File: src/rtl/gcd_spi_rx.sv
// gcd_spi_rx -- SPI slave receiver for the GCD result link on the je Pmod.
//
// Oversamples cs_n / mosi / sclk in the clk domain, shifts MSB-first data on
// sclk rising edges (SPI mode 0) and presents each complete DATA_W-bit word
// with a one-cycle rx_valid strobe. Frames with the wrong bit count are
// discarded and reported with a one-cycle frame_err strobe.
//
// Ports:
//   clk        in   system clock (10 MHz nominal)
//   btn        in   synchronous active-high reset
//   je[2:0]    in   je[0] = cs_n, je[1] = mosi, je[2] = sclk (asynchronous)
//   rx_data    out  last good word, held until the next good frame
//   rx_valid   out  one-cycle strobe: rx_data just updated
//   frame_err  out  one-cycle strobe: a malformed frame was dropped
//   busy       out  high while a frame is being shifted in
//   frame_cnt  out  8-bit count of good frames (only with GCD_SPI_RX_FRAME_CNT_EN)
//
// Optional feature macro: GCD_SPI_RX_FRAME_CNT_EN adds the frame_cnt port.
//
// Handshake: rx_valid is a push-only strobe with no ready; the consumer must
// capture rx_data in the cycle rx_valid is high (rx_data also holds after).
module gcd_spi_rx #(
  parameter int DATA_W = 8
) (
  input  logic              clk,
  input  logic              btn,
  input  logic [2:0]        je,
  output logic [DATA_W-1:0] rx_data,
  output logic              rx_valid,
  output logic              frame_err,
  output logic              busy
`ifdef GCD_SPI_RX_FRAME_CNT_EN
  ,
  output logic [7:0]        frame_cnt
`endif
);

  localparam int CNT_W = $clog2(DATA_W + 1);
  localparam logic [CNT_W-1:0] FULL = CNT_W'(DATA_W);

  typedef enum logic [1:0] {
    WAIT_IDLE = 2'd0,
    IDLE      = 2'd1,
    SHIFT     = 2'd2
  } state_t;

  state_t state;

  // Per line: [0] first sync flop, [1] synchronized value, [2] previous
  // synchronized value for edge detection.
  logic [2:0] cs_q;
  logic [2:0] mosi_q;
  logic [2:0] sclk_q;

  always_ff @(posedge clk) begin
    if (btn) begin
      cs_q   <= 3'b111;
      mosi_q <= 3'b000;
      sclk_q <= 3'b000;
    end else begin
      cs_q   <= {cs_q[1:0], je[0]};
      mosi_q <= {mosi_q[1:0], je[1]};
      sclk_q <= {sclk_q[1:0], je[2]};
    end
  end

  logic cs_sync;
  logic cs_rise;
  logic cs_fall;
  logic sclk_rise;
  logic mosi_sync;

  assign cs_sync   = cs_q[1];
  assign cs_rise   =  cs_q[1] & ~cs_q[2];
  assign cs_fall   = ~cs_q[1] &  cs_q[2];
  assign sclk_rise =  sclk_q[1] & ~sclk_q[2];
  assign mosi_sync =  mosi_q[1];

  // The synchronizer holds reset values (cs_n = 1) for two cycles after
  // reset release; warm gates WAIT_IDLE so it only trusts cs_sync once it
  // reflects the real pin. Otherwise a frame already in flight would look
  // like "idle, then a cs_n falling edge" and be half-received.
  logic [1:0]        warm;
  logic [CNT_W-1:0]  cnt;
  logic              ovf;
  logic [DATA_W-1:0] shreg;

  always_ff @(posedge clk) begin
    if (btn) begin
      state     <= WAIT_IDLE;
      warm      <= 2'd0;
      cnt       <= '0;
      ovf       <= 1'b0;
      shreg     <= '0;
      rx_data   <= '0;
      rx_valid  <= 1'b0;
      frame_err <= 1'b0;
      busy      <= 1'b0;
`ifdef GCD_SPI_RX_FRAME_CNT_EN
      frame_cnt <= 8'd0;
`endif
    end else begin
      rx_valid  <= 1'b0;
      frame_err <= 1'b0;
      if (warm != 2'd2) warm <= warm + 2'd1;

      case (state)
        WAIT_IDLE: begin
          if (warm == 2'd2 && cs_sync) state <= IDLE;
        end

        IDLE: begin
          if (cs_fall) begin
            state <= SHIFT;
            busy  <= 1'b1;
            cnt   <= '0;
            ovf   <= 1'b0;
          end
        end

        SHIFT: begin
          // cs_n rising takes priority: a coincident sclk edge is dropped.
          if (cs_rise) begin
            state <= IDLE;
            busy  <= 1'b0;
            if (cnt == FULL && !ovf) begin
              rx_data  <= shreg;
              rx_valid <= 1'b1;
`ifdef GCD_SPI_RX_FRAME_CNT_EN
              frame_cnt <= frame_cnt + 8'd1;
`endif
            end else begin
              frame_err <= 1'b1;
            end
          end else if (sclk_rise) begin
            shreg <= {shreg[DATA_W-2:0], mosi_sync};
            if (cnt == FULL) ovf <= 1'b1;
            else             cnt <= cnt + CNT_W'(1);
          end
        end

        default: state <= WAIT_IDLE;
      endcase
    end
  end

endmodule

File: config.mk
export PLATFORM = sky130hd
export DESIGN_NAME = gcd_spi_rx
export DESIGN_NICKNAME = d
export VERILOG_FILES = /design/src/rtl/gcd_spi_rx.sv
export SDC_FILE = /design/constraint.sdc
export NUM_CORES = 1
export LEC_CHECK = 0
export CAP_MARGIN = 20
export CORE_AREA = 3 3 55 57
export DETAILED_ROUTE_END_ITERATION = 10
export DIE_AREA = 0 0 58 60
export PLACE_DENSITY = 0.74
export SLEW_MARGIN = 10
export SYNTH_ARGS = -nofsm -noshare
export SYNTH_HDL_FRONTEND = slang
export SYNTH_SLANG_ARGS = --single-unit
File: constraint.sdc
create_clock -name clk -period 1.72 [get_ports clk]
set_input_delay 0.344 -clock clk [delete_from_list [all_inputs] [get_ports clk]]
set_output_delay 0.344 -clock clk [all_outputs]
set_load 0.02 [all_outputs]
### After elaboration in Yosys (flattened, before gate mapping)

Cells that the tools add are included.

* bits in registers: 36
* input port bits: 5
* output and inout port bits: 11
* word-level logic and storage cells: 65

* add/sub/neg operators: 2
* eq/ne operators: 12
* multiplexer cells: 19
* bitwise gates (word level): 8
* reduce and logical (&&, ||, !) cells: 12

Operators with widths (count)
* 4-bit 2-to-1 mux: 4
* 2-bit != test, second input constant: 8
* 3-bit AND reduction: 4
* 5-bit AND reduction: 2
* 1-bit 2-to-1 mux: 8
* 4-bit case mux with 2 select lines: 1
* 2-bit 2-to-1 mux: 3
* 2-bit case mux with 3 select lines: 1
* 1-bit inverter: 5
* 4-bit by 1-bit adder with 4-bit output, second input constant: 1
* 2-bit == test, second input constant: 2
* 4-bit == test, second input constant: 1
* 1-bit case mux with 2 select lines: 2
* 1-bit bitwise AND: 3
* 3-bit OR reduction: 1
* 2-bit by 1-bit adder with 2-bit output, second input constant: 1
* 2-bit by 1-bit == test with 1-bit output, second input constant: 1
* 1-bit logical AND: 2
* 2-bit logical NOT: 1
* 2-bit nonzero test: 1
* 1-bit logical NOT: 1

### Longest topological paths before layout

* depth after elaboration: 5
* depth in mapped cells: 7
* gate-level depth less buffers: 6

### Worst setup path before layout

No wires, ideal clock.

* path type: flip-flop to flip-flop
* start point: register cnt[0]
* end point: register rx_data[0]
* setup time: 0.132 ns
* data arrival time: 1.292 ns
* data required time: 1.588 ns
* path slack: 0.296 ns
* stages on the path, launching flop included: 8
* path buffers: 1
* period minus slack after synthesis: 1.424 ns
* cell sequence: dfxtp_1 -> inv_1 -> ha_1 -> nand3b_1 -> or3_1 -> buf_2 -> nand2_1 -> a21oi_1

* longest elaborated chain between the ends: 3

RTL lines
* from (decl): line 84 `logic [CNT_W-1:0] cnt;`
* from (signal assigned): line 138 `else cnt <= cnt + CNT_W'(1);`
* 4-bit == test: line 126 `if (cnt == FULL && !ovf) begin`
* 1-bit logical AND: line 126
* 3-bit AND reduction (no source line)
* to (signal assigned): line 127 `rx_data <= shreg;`
* to (decl): line 28 `output logic [DATA_W-1:0] rx_data,`

Every way passes these cells.
A chain may end at the register's enable or synchronous reset.

### Worst setup path in the final report

* start point: register rx_data[0]
* end point: output rx_data[0]

No word-level cell between the ends.

==> flow_summary.ini <==
[layout]
nNetsFinal = 178
fin_util = 0.6493
multiInputGateArea_um2 = 588.1
final_common_cell = dfxtp_1
syn_to_final_growth_pct = 20.42
fill_cells = 210
final_cell_mix = dfxtp_1 (36), nand2_1 (33), a21oi_1 (22)
drive_gt1_frac = 0.1170
antenna_cells = 0
regArea_um2 = 720.7

[sta]
max_freq_ghz = 0.6073
clock-skew-final_ns = 0.01289
worst_slack_ns = 0.07325
tightestPinTransition_ns = 0.3485
drv_slew = 0
rsz0062_at_grt = false
setup_tns_ns = 0
fin_crit_ns = 1.647
hold_viol = 0
fin_crit_sh = 0.9574
setup_violations = 0
relSlewSlack = 0.7663

[synth]
netlist_instances = 152
synth_nets = 160
seq_area_frac_synth = 0.5299
synth_top_area_cell = dfxtp_1
yosys.area.top_type_share = 0.5299
syn_area_per_cell_um2 = 8.948
synthTopCellsByArea = dfxtp_1 (53%), nand2_1 (9.1%), a21oi_1 (8.1%)
ys_warn_count = 0
syn_area_um2 = 1360
yosys_register_bits = 36
synth.distinct_cells = 34

[power]
swShare = 0.2362
p_int_mw = 1.252
power_mw = 1.639
clkPwrFrac = 0.361
max-vdd-ir-drop_mv = 0.7169
power_frac_seq = 0.550
power_density_nw_per_um2 = 1001
p_sw_mw = 0.3871
pwr-share-comb = 0.089
power.leakage_nw = 0.5714

[critical_path]
cp-start-kind = flip-flop
cp.buffers_inverters = 1
r2r_setup_slack_ns = 0.18
crit_arrival_ns = 1.30
crit_end = rx_data[0]
rr_startpoint = cnt[0]
critPathKind = reg2out
worstRegToRegCells = 7
cpPeakStageDelay_ns = 0.61
crit_path_end_kind = output pin
critPathRequiredTime_ns = 1.38
path_depth = 1
crit_family = buffers and inverters
slowest_stage = clkdlybuf4s50_1
crit_start = rx_data[0]
r2r-end = cnt[1]
cp_max_fo = 2
crit_chain = clkdlybuf4s50_1

[clock_network]
cts.sinks = 36
cts.htree.levels = 2
cts_tree = yes
cts_hold_buf = 0
cts-root-buf = clkbuf_4
clkTransAtPathRegs_ns = 0.12
clk_latency_ns = 0.35
numCtsBuffers = 5
clk_path_buf_depth = 2

[die]
die_h_um = 60
start_util = 0.5392
die_w_um = 58
io_pins = 16
coreArea_um2 = 2522
die-area_um2 = 3480
std_cell_rows = 18

[global_routing]
grt_pass1_vias = 961
grt-ovfl-total = 0
antenna_found_initial = 0
grt_util_all_layers = 0.1601
grt_max_degree = 38
grt_pass1_wl_mm = 4.174

[place]
gp_congestion = 0.7981
place_hpwl_mm = 1.645
post-place-ws_ns = 0.1862
io_buffers = 15

[run_status]
status = finished clean

[detailed_routing]
wl_per_cell_um = 12.22
vias = 1078
postRouteAntennaNets = 0
drt_iter0_markers = 26
first_pass_iters = 4
remaining_drc_errors = 0
routed_wl_mm = 2.457
vias_per_cell = 5.363

[hold_path]
hold_path.class = reg2reg
holdCritStartpoint = cs_q[0]

[flow_run]
max_cap_viol_count = 0
## how the worst min path moves through the flow
stage	end	slack [ns]	depth (start not counted)
final	cs_q[1]	0.42	1
after global routing	cs_q[1]	0.45	1
after CTS	cs_q[1]	0.43	1
after detailed placement	cs_q[1]	0.40	1
after global placement	cs_q[1]	0.40	1
after floorplan	cs_q[1]	0.39	1
## Yosys cell counts
library cell  count
a41oi_1           1
a31oi_1           1
nand4bb_1         1
ha_1              3
and4_2            1
nand4_4           1
nor4_1            1
or3_1             2
xor2_1            1
nand4b_1          1
nor2_1            7
and3b_1           1
nor3_2            1
dfxtp_1          36
nand3b_1          2
o31ai_1           1
a21oi_1          22
nand2_1          33
clkbuf_1          3
o21ai_0           1
nand2b_1          2
nor3_1            3
and4bb_2          1
a22oi_1           1
a211oi_1          2
o21a_1            1
nor2b_2           1
buf_6             1
buf_2             2
nand3_1           2
inv_1             7
buf_1             1
nor2b_1           5
or2_2             3
## power groups by stage
stage / Sequential, mW / Clock, mW / Combinational (mW)
after floorplan: 0.912 / 0 / 0.118
after global placement: 0.915 / 0 / 0.141
after detailed placement: 0.918 / 0 / 0.149
after CTS: 0.900 / 0.602 / 0.148
after global routing: 0.904 / 0.631 / 0.172
final: 0.901 / 0.592 / 0.146
## flip-flops by register name, summed over array words and instances (netlist names)
| name | cells |
|---|---|
| cnt | 4 |
| cs_q | 3 |
| warm | 2 |
| ovf | 1 |
| frame_err | 1 |
| sclk_q | 3 |
| rx_data | 8 |
| shreg | 8 |
| rx_valid | 1 |
| busy | 1 |
| mosi_q | 2 |
| state | 2 |
## area by class of cell
type / instances / area share
inverters: 7 / 0.01604
clock inverters: 3 / 0.02597
well taps: 30 / 0.02292
flip-flops and latches: 36 / 0.4400
multi-input cells: 102 / 0.3591
repair buffers: 18 / 0.1131
clock buffers: 5 / 0.02292
## per-layer routing
metal | up-vias | routed length [um] | track usage
li1 | 546 | - | -
met4 | 0 | 59 | 0.08940
met3 | 9 | 153 | 0.04752
met5 | - | 0 | 0
met2 | 37 | 1132 | 0.2661
met1 | 486 | 1112 | 0.1840
## metrics by stage
stage / hold slack [ns] / area, um2 / instances
after floorplan: 0.3895 / 1360 / 152
after global placement: 0.3968 / 1546 / 193
after detailed placement: 0.3994 / 1546 / 193
after CTS: 0.4253 / 1627 / 201
after global routing: 0.4459 / 1638 / 201
final: 0.4220 / 1638 / 201
## cells by family after synthesis
kind of cell,share of synthesized area
fa+ha+maj,0.02760
xor+xnor,0.006441
compound gates,0.1233
buf+inv,0.04600
flops,0.5299
simple gates,0.2668
## timing repair
action,4_1_cts,5_1_grt
endpoints found under the hold margin,0,0
gates resized for setup,0,2
setup endpoints to repair,0,3
buffers inserted,0,0
(Power assumes the default switching activity.)
